$ cat src/rtl/fp_pkg.sv
// Shared FP32 definitions: rounding-mode encodings, field layout, integer limits
// and the converter state enumeration.
package fp_pkg;

    localparam logic [1:0] RM_NEAREST_EVEN = 2'b00;
    localparam logic [1:0] RM_DOWN         = 2'b01;
    localparam logic [1:0] RM_UP           = 2'b10;
    localparam logic [1:0] RM_ZERO         = 2'b11;

    localparam int FP_SIGN_POS = 31;
    localparam int FP_EXP_W    = 8;
    localparam int FP_EXP_LSB  = 23;
    localparam int FP_FRAC_W   = 23;
    localparam int FP_MANT_W   = 24;
    localparam int EXP_BIAS    = 127;

    localparam logic [31:0] INT32_MAX = 32'h7FFF_FFFF;
    localparam logic [31:0] INT32_MIN = 32'h8000_0000;

    // Right shifts beyond this leave I, G at zero; only sticky matters past it.
    localparam logic [4:0] MAX_RSHIFT = 5'd26;

    typedef enum logic [1:0] {
        IDLE  = 2'd0,
        ALIGN = 2'd1,
        ROUND = 2'd2,
        OUT   = 2'd3
    } state_t;

endpackage

$ cat src/rtl/fp_round_decide.sv
// Rounding increment decision from lsb/guard/sticky, shared with the FP adder.
module fp_round_decide
    import fp_pkg::*;
(
    input  logic [1:0] RMode,
    input  logic       sign,
    input  logic       lsb,
    input  logic       guard,
    input  logic       sticky,
    output logic       inc
);

    always_comb begin
        inc = 1'b0;
        case (RMode)
            RM_NEAREST_EVEN: inc = guard & (sticky | lsb);
            RM_DOWN:         inc = (guard | sticky) & sign;
            RM_UP:           inc = (guard | sticky) & ~sign;
            default:         inc = 1'b0;
        endcase
    end

endmodule

$ cat src/rtl/fp_to_int.sv
// FP32 -> signed INT32 converter with iterative alignment and ready/valid handshakes.
// Define FP2INT_FLAGS_EN to add the Invalid/Inexact flag ports.
module fp_to_int
    import fp_pkg::*;
#(
    parameter int STEP = 8
) (
    input  logic        Clk,
    input  logic        Rst_n,
    input  logic [31:0] Data_In,
    input  logic        Valid_In,
    input  logic [1:0]  RMode,
    output logic        Ready_Out,
    output logic [31:0] Data_Out,
    output logic        Valid_Out,
`ifdef FP2INT_FLAGS_EN
    output logic        Invalid,
    output logic        Inexact,
`endif
    input  logic        Ready_In
);

    localparam logic [5:0] STEP_W = 6'(STEP);

    state_t      r_state;
    logic [31:0] r_I;
    logic        r_G;
    logic        r_S;
    logic        r_sign;
    logic [1:0]  r_rmode;
    logic        r_left;
    logic [4:0]  r_rem;

    logic        w_sign;
    logic [7:0]  w_exp;
    logic [22:0] w_frac;
    logic [23:0] w_mant;
    logic        w_left;
    logic [7:0]  w_rsh;
    logic [4:0]  w_sh;
    logic        w_special;
    logic [31:0] w_spec_val;
    logic [5:0]  w_k;
    logic [31:0] w_lowmask;
    logic        w_gbit;
    logic        w_lost;
    logic        w_inc;
    logic [32:0] w_mag;
    logic        w_sat;
    logic [31:0] w_res;

    assign Ready_Out = (r_state == IDLE);

    assign w_sign = Data_In[FP_SIGN_POS];
    assign w_exp  = Data_In[FP_EXP_LSB +: FP_EXP_W];
    assign w_frac = Data_In[FP_FRAC_W-1:0];
    assign w_mant = {(w_exp != 8'd0), w_frac};

    // e > 23 <=> E > 150; left shifts of a normal in range are at most 7.
    assign w_left = (w_exp > 8'd150);
    assign w_rsh  = 8'd150 - w_exp;
    assign w_sh   = w_left ? 5'(w_exp - 8'd150)
                           : ((w_rsh > 8'(MAX_RSHIFT)) ? MAX_RSHIFT : w_rsh[4:0]);

    assign w_special = (w_exp == 8'hFF) || (w_exp >= 8'd158) || (w_exp == 8'd0);

    always_comb begin
        w_spec_val = INT32_MAX;
        if (w_exp == 8'd0)
            w_spec_val = '0;
        else if (w_sign || ((w_exp == 8'hFF) && (w_frac != '0)))
            w_spec_val = INT32_MIN;
    end

`ifdef FP2INT_FLAGS_EN
    logic w_spec_inv;
    logic w_spec_inx;
    assign w_spec_inv = (w_exp == 8'hFF) || ((w_exp >= 8'd158) && (Data_In != 32'hCF00_0000));
    assign w_spec_inx = (w_exp == 8'd0) && (w_frac != '0);
`endif

    assign w_k       = ({1'b0, r_rem} > STEP_W) ? STEP_W : {1'b0, r_rem};
    assign w_lowmask = (32'd1 << (w_k - 6'd1)) - 32'd1;
    assign w_gbit    = |(r_I & (32'd1 << (w_k - 6'd1)));
    assign w_lost    = |(r_I & w_lowmask);

    fp_round_decide u_round (
        .RMode (r_rmode),
        .sign  (r_sign),
        .lsb   (r_I[0]),
        .guard (r_G),
        .sticky(r_S),
        .inc   (w_inc)
    );

    assign w_mag = {1'b0, r_I} + 33'(w_inc);
    assign w_sat = ~r_sign && (w_mag > 33'h0_7FFF_FFFF);
    assign w_res = r_sign ? (~w_mag[31:0] + 32'd1) : w_mag[31:0];

    always_ff @(posedge Clk) begin
        if (!Rst_n) begin
            r_state   <= IDLE;
            r_I       <= '0;
            r_G       <= 1'b0;
            r_S       <= 1'b0;
            r_sign    <= 1'b0;
            r_rmode   <= RM_NEAREST_EVEN;
            r_left    <= 1'b0;
            r_rem     <= '0;
            Data_Out  <= '0;
            Valid_Out <= 1'b0;
`ifdef FP2INT_FLAGS_EN
            Invalid   <= 1'b0;
            Inexact   <= 1'b0;
`endif
        end else begin
            case (r_state)
                IDLE: begin
                    if (Valid_In) begin
                        r_sign  <= w_sign;
                        r_rmode <= RMode;
                        r_I     <= {8'd0, w_mant};
                        r_G     <= 1'b0;
                        r_S     <= 1'b0;
                        if (w_special) begin
                            Data_Out  <= w_spec_val;
                            Valid_Out <= 1'b1;
`ifdef FP2INT_FLAGS_EN
                            Invalid   <= w_spec_inv;
                            Inexact   <= w_spec_inx;
`endif
                            r_state   <= OUT;
                        end else begin
                            r_left  <= w_left;
                            r_rem   <= w_sh;
                            r_state <= (w_sh == 5'd0) ? ROUND : ALIGN;
                        end
                    end
                end
                // Shift up to STEP bits; right shifts feed guard and sticky.
                ALIGN: begin
                    if (r_left) begin
                        r_I <= r_I << w_k;
                    end else begin
                        r_I <= r_I >> w_k;
                        r_G <= w_gbit;
                        r_S <= r_S | r_G | w_lost;
                    end
                    r_rem <= r_rem - 5'(w_k);
                    if (r_rem == 5'(w_k))
                        r_state <= ROUND;
                end
                ROUND: begin
                    Data_Out  <= w_sat ? INT32_MAX : w_res;
                    Valid_Out <= 1'b1;
`ifdef FP2INT_FLAGS_EN
                    Invalid   <= w_sat;
                    Inexact   <= (r_G | r_S) & ~w_sat;
`endif
                    r_state   <= OUT;
                end
                OUT: begin
                    if (Ready_In) begin
                        Valid_Out <= 1'b0;
                        r_state   <= IDLE;
                    end
                end
                default: r_state <= IDLE;
            endcase
        end
    end

endmodule

$ cat config.mk
export PLATFORM = sky130hd
export DESIGN_NAME = fp_to_int
export DESIGN_NICKNAME = d
export VERILOG_FILES = /design/src/rtl/fp_pkg.sv /design/src/rtl/fp_round_decide.sv /design/src/rtl/fp_to_int.sv
export SDC_FILE = /design/constraint.sdc
export NUM_CORES = 1
export LEC_CHECK = 0
export ABC_AREA = 1
export CAP_MARGIN = 20
export CORE_MARGIN = 8
export CORE_UTILIZATION = 50
export CTS_BUF_LIST = sky130_fd_sc_hd__clkbuf_4
export CTS_CLUSTER_DIAMETER = 50
export DETAILED_ROUTE_END_ITERATION = 8
export GPL_TIMING_DRIVEN = 0
export PLACE_DENSITY = 0.78
export RECOVER_POWER = 50
export SYNTH_ARGS = -nofsm -noshare
export SYNTH_HDL_FRONTEND = slang
export SYNTH_SLANG_ARGS = --single-unit
$ cat constraint.sdc
create_clock -name Clk -period 8.91 [get_ports Clk]
set_input_delay 1.782 -clock Clk [delete_from_list [all_inputs] [get_ports Clk]]
set_output_delay 1.782 -clock Clk [all_outputs]
set_load 0.1 [all_outputs]
==> results.yml <==
worst_setup_path:
  worst-path-buf-inv: 3
  reg2reg_to: "Data_Out[28]"
  cp-start-kind: "register"
  critical_path_class: "reg -> reg"
  required_ps: 9340
  critPathLaunch: "r_sign"
  crit_arrival_ps: 5350
  crit_slowest_cell: "clkbuf_1"
  path_delay_family: "simple AND/OR/NAND/NOR gates"
  cpMostUsedCell: "nand2_1"
  r2r.worst_path.cells: 22
  reg2reg_from: "r_sign"
  slowest_delay_ps: 530
  critPathMaxFanout: 10
  r2r_slack_ps: 3990
  crit_chain: "clkbuf_1 -> clkbuf_1 -> xor2_1 -> nand3_1 -> a21oi_1 -> ha_1 -> ha_1 -> nand2_1 -> nor2_4 -> nand2_1 -> nor2_1 -> nand2_1 -> xor2_1 -> nand3_1 -> nor2_1 -> nand3_1 -> nand2_1 -> nand2_2 -> buf_6 -> nand3_2 -> nand2_1 -> a21oi_2"
  setup.worst_path.end_class: "register"
finish:
  nets: 1674
  area_growth_pct: 12.8
  drive_gt1_frac: 0.0820
yosys:
  ys_ff_latch: 78
  synth_fa_ha_area_frac: 0.0271
  async_flop_share: 0
  synth_xor_area_frac: 0.0210
  yosysUniqueCellTypes: 53
  seq_area_frac_synth: 0.178
  synth_top_family_by_area: "simple AND/OR/NAND/NOR gates"
  synth.top_cell.area_share: 0.209
  synthSimpleGateAreaFrac: 0.402
  syn_nets: 1593
  synth_compound_area_frac: 0.255
  synth-edff-count: 0
  synth_warnings: 0
  syn_avg_cell_area_um2: 5.71
  syn-cell-area_um2: 8760
  synth_top_area_cell: "nand2_1"
  synthTopCellsByArea: "nand2_1, dfxtp_1, o21ai_0, nor2_1, inv_1"
  muxShareOfSynthArea: 0.0228
  synth-main-ff-cell: "dfxtp_1"
  synth_cells: 1536
route:
  num_vias: 11500
  drc_errors: 0
  vias_per_cell: 6.23
  drt_pre_antenna_iters: 6
  wl_mm: 39.8
  wl_per_cell_um: 21.5
  drt-initial-drc-count: 1370
  ant_nets: 0
clocking:
  cts_sinks: 78
  insertion_delay_ps: 520
  clock-root-buffer: "clkbuf_4"
  tritoncts: "built"
  path_clk_slew_ps: 160
  holdBufCountCts: 0
  cts_resized: 0
  clockBufferDepth: 2
  h-tree-depth: 3
  post-cts-setup-buffer-count: 0
  cts_buffers: 9
sta:
  period_minus_slack_ps: 4920
  finalSetupViolCount: 0
  setup_tns_ps: 0
  finalCritPeriodShare: 0.552
  fmax_mhz: 203
  tightest_slew_ps: 988
  clock_skew_ps: 31.7
  rsz0062_at_grt: "false"
  max_slew_margin: 0.339
  hold_violations: 0
  slew_violations: 0
grt:
  track_usage: 0.353
  antenna_found_initial: 1
  grt-ovfl-total: 0
  grt_pass1_wl_mm: 59.8
  grt_pass1_vias: 10400
  grt_max_degree: 16
place:
  place_hpwl_mm: 32.1
  portBuffers: 70
  routabilityCongestion: 1.12
min_path:
  hp-class: "reg -> reg"
  hp-start: "r_S"
  min_path_cells: 2
  min_to: "r_S"
die:
  rows: 48
  pin_count: 72
  die_w_um: 148
  die_area_um2: 22000
  start_util: 0.508
  die_h_um: 148
  core_um2: 17200
status:
  status: "finished, final reports clean"
job:
  maxCapViolations: 0
==> sequential cells by signal, summed over array words and instances (netlist names) <==
signal	flops
r_G	1
Valid_Out	1
r_I	32
r_S	1
r_rem	5
r_state	2
r_sign	1
r_left	1
Data_Out	32
r_rmode	2
==> routing by layer <==
layer / global-route usage / wire (um) / vias to the layer above
met1: 0.462 / 15800 / 5252
met2: 0.527 / 16600 / 823
met3: 0.0839 / 5200 / 128
met5: 0 / 0 / -
li1: - / - / 5316
met4: 0.184 / 2210 / 0
==> through the flow <==
step                area (um2)  utilization  instances  setup slack [ps]  hold slack [ps]
floorplan                 8760            -       1536              5410              452
global placement          9750        0.565       1831              4200              466
detailed placement        9750        0.565       1831              4140              474
CTS                       9890        0.574       1847              4090              495
global route              9890        0.574       1848              3660              521
finish                    9890        0.574       1848              3990              498
==> cell usage after synthesis, drive strengths merged (2+ instances only) <==
cell and number:
nor4 6, o21ai 213, mux2i 20, nor2 153
o2111ai 3, dfxtp 78, buf 29, a311oi 3
o211ai 8, or2 6, inv 126, nand2 512
nand3 89, xor2 20, a211oi 4, nand3b 7
nor3 10, clkinv 4, clkbuf 45, a22oi 4
a31oi 28, a41oi 4, a221oi 10, o21a 2
a21oi 83, ha 19, o22ai 15, o221ai 5
nand4 20
==> cells in the final DEF (no fill, tap or decap), types with 7 or more instances in the layout <==
| cell type | netlist | final |
|---|---|---|
| nor3_1 | 9 | 9 |
| o21ai_1 | 7 | 7 |
| o21ai_0 | 206 | 206 |
| o22ai_1 | 15 | 15 |
| nand2_1 | 488 | 488 |
| a221oi_1 | 10 | 10 |
| dlygate4sd3_1 | 0 | 20 |
| xor2_1 | 20 | 20 |
| a21oi_1 | 63 | 63 |
| dfxtp_1 | 78 | 78 |
| inv_1 | 116 | 118 |
| clkbuf_4 | 0 | 9 |
| a31oi_1 | 28 | 28 |
| clkdlybuf4s50_1 | 0 | 50 |
| nor2_1 | 130 | 132 |
| clkbuf_1 | 45 | 46 |
| nand2_2 | 23 | 23 |
| inv_2 | 10 | 8 |
| nand3_2 | 13 | 13 |
| buf_2 | 16 | 15 |
| nand3b_1 | 7 | 7 |
| nor2_2 | 17 | 15 |
| nand3_1 | 76 | 76 |
| ha_1 | 19 | 19 |
| a21oi_2 | 20 | 20 |
| mux2i_1 | 20 | 20 |
| o211ai_1 | 8 | 8 |
| nand4_1 | 19 | 19 |
==> worst max-delay path by stage <==
stage	slack, ps	end	depth (start not counted)
detailed placement	4140	Data_Out[28]	22
finish	3990	Data_Out[28]	22
global placement	4200	Data_Out[22]	22
CTS	4090	Data_Out[28]	22
global route	3660	Data_Out[28]	22
floorplan	5410	Data_Out[15]	13
==> logic make-up (layout without fill, tap and decap cells) <==
group / count (synthesis) / count (layout)
adder cells (fa/ha/maj): 19 / 19
AND/OR/NAND/NOR: 805 / 805
flip-flops: 78 / 78
XOR/XNOR: 21 / 21
buffers and inverters: 204 / 290
multiplexers: 20 / 20
AO/OA/AOI/OAI: 388 / 388
other: 1 / 2
==> worst min-delay path, cell delays in order, from the launching register on <==
cell and delay, ps:
dfxtp_1 360, nand2_1 60, a21oi_1 60
==> area by class of cell <==
type	instances	area (um2)
tap	225	282
clock buffer	9	67.6
clock inverter	7	80.1
antenna	1	2.50
sequential	78	1560
buffer	74	334
inverter	130	488
timing repair buffer	70	701
multi-input combinational	1254	6370
fill	1815	7350
Power is left out: the tool's default activity adds up to more than one toggle a clock period on the data nets, which glitch-free logic cannot reach.
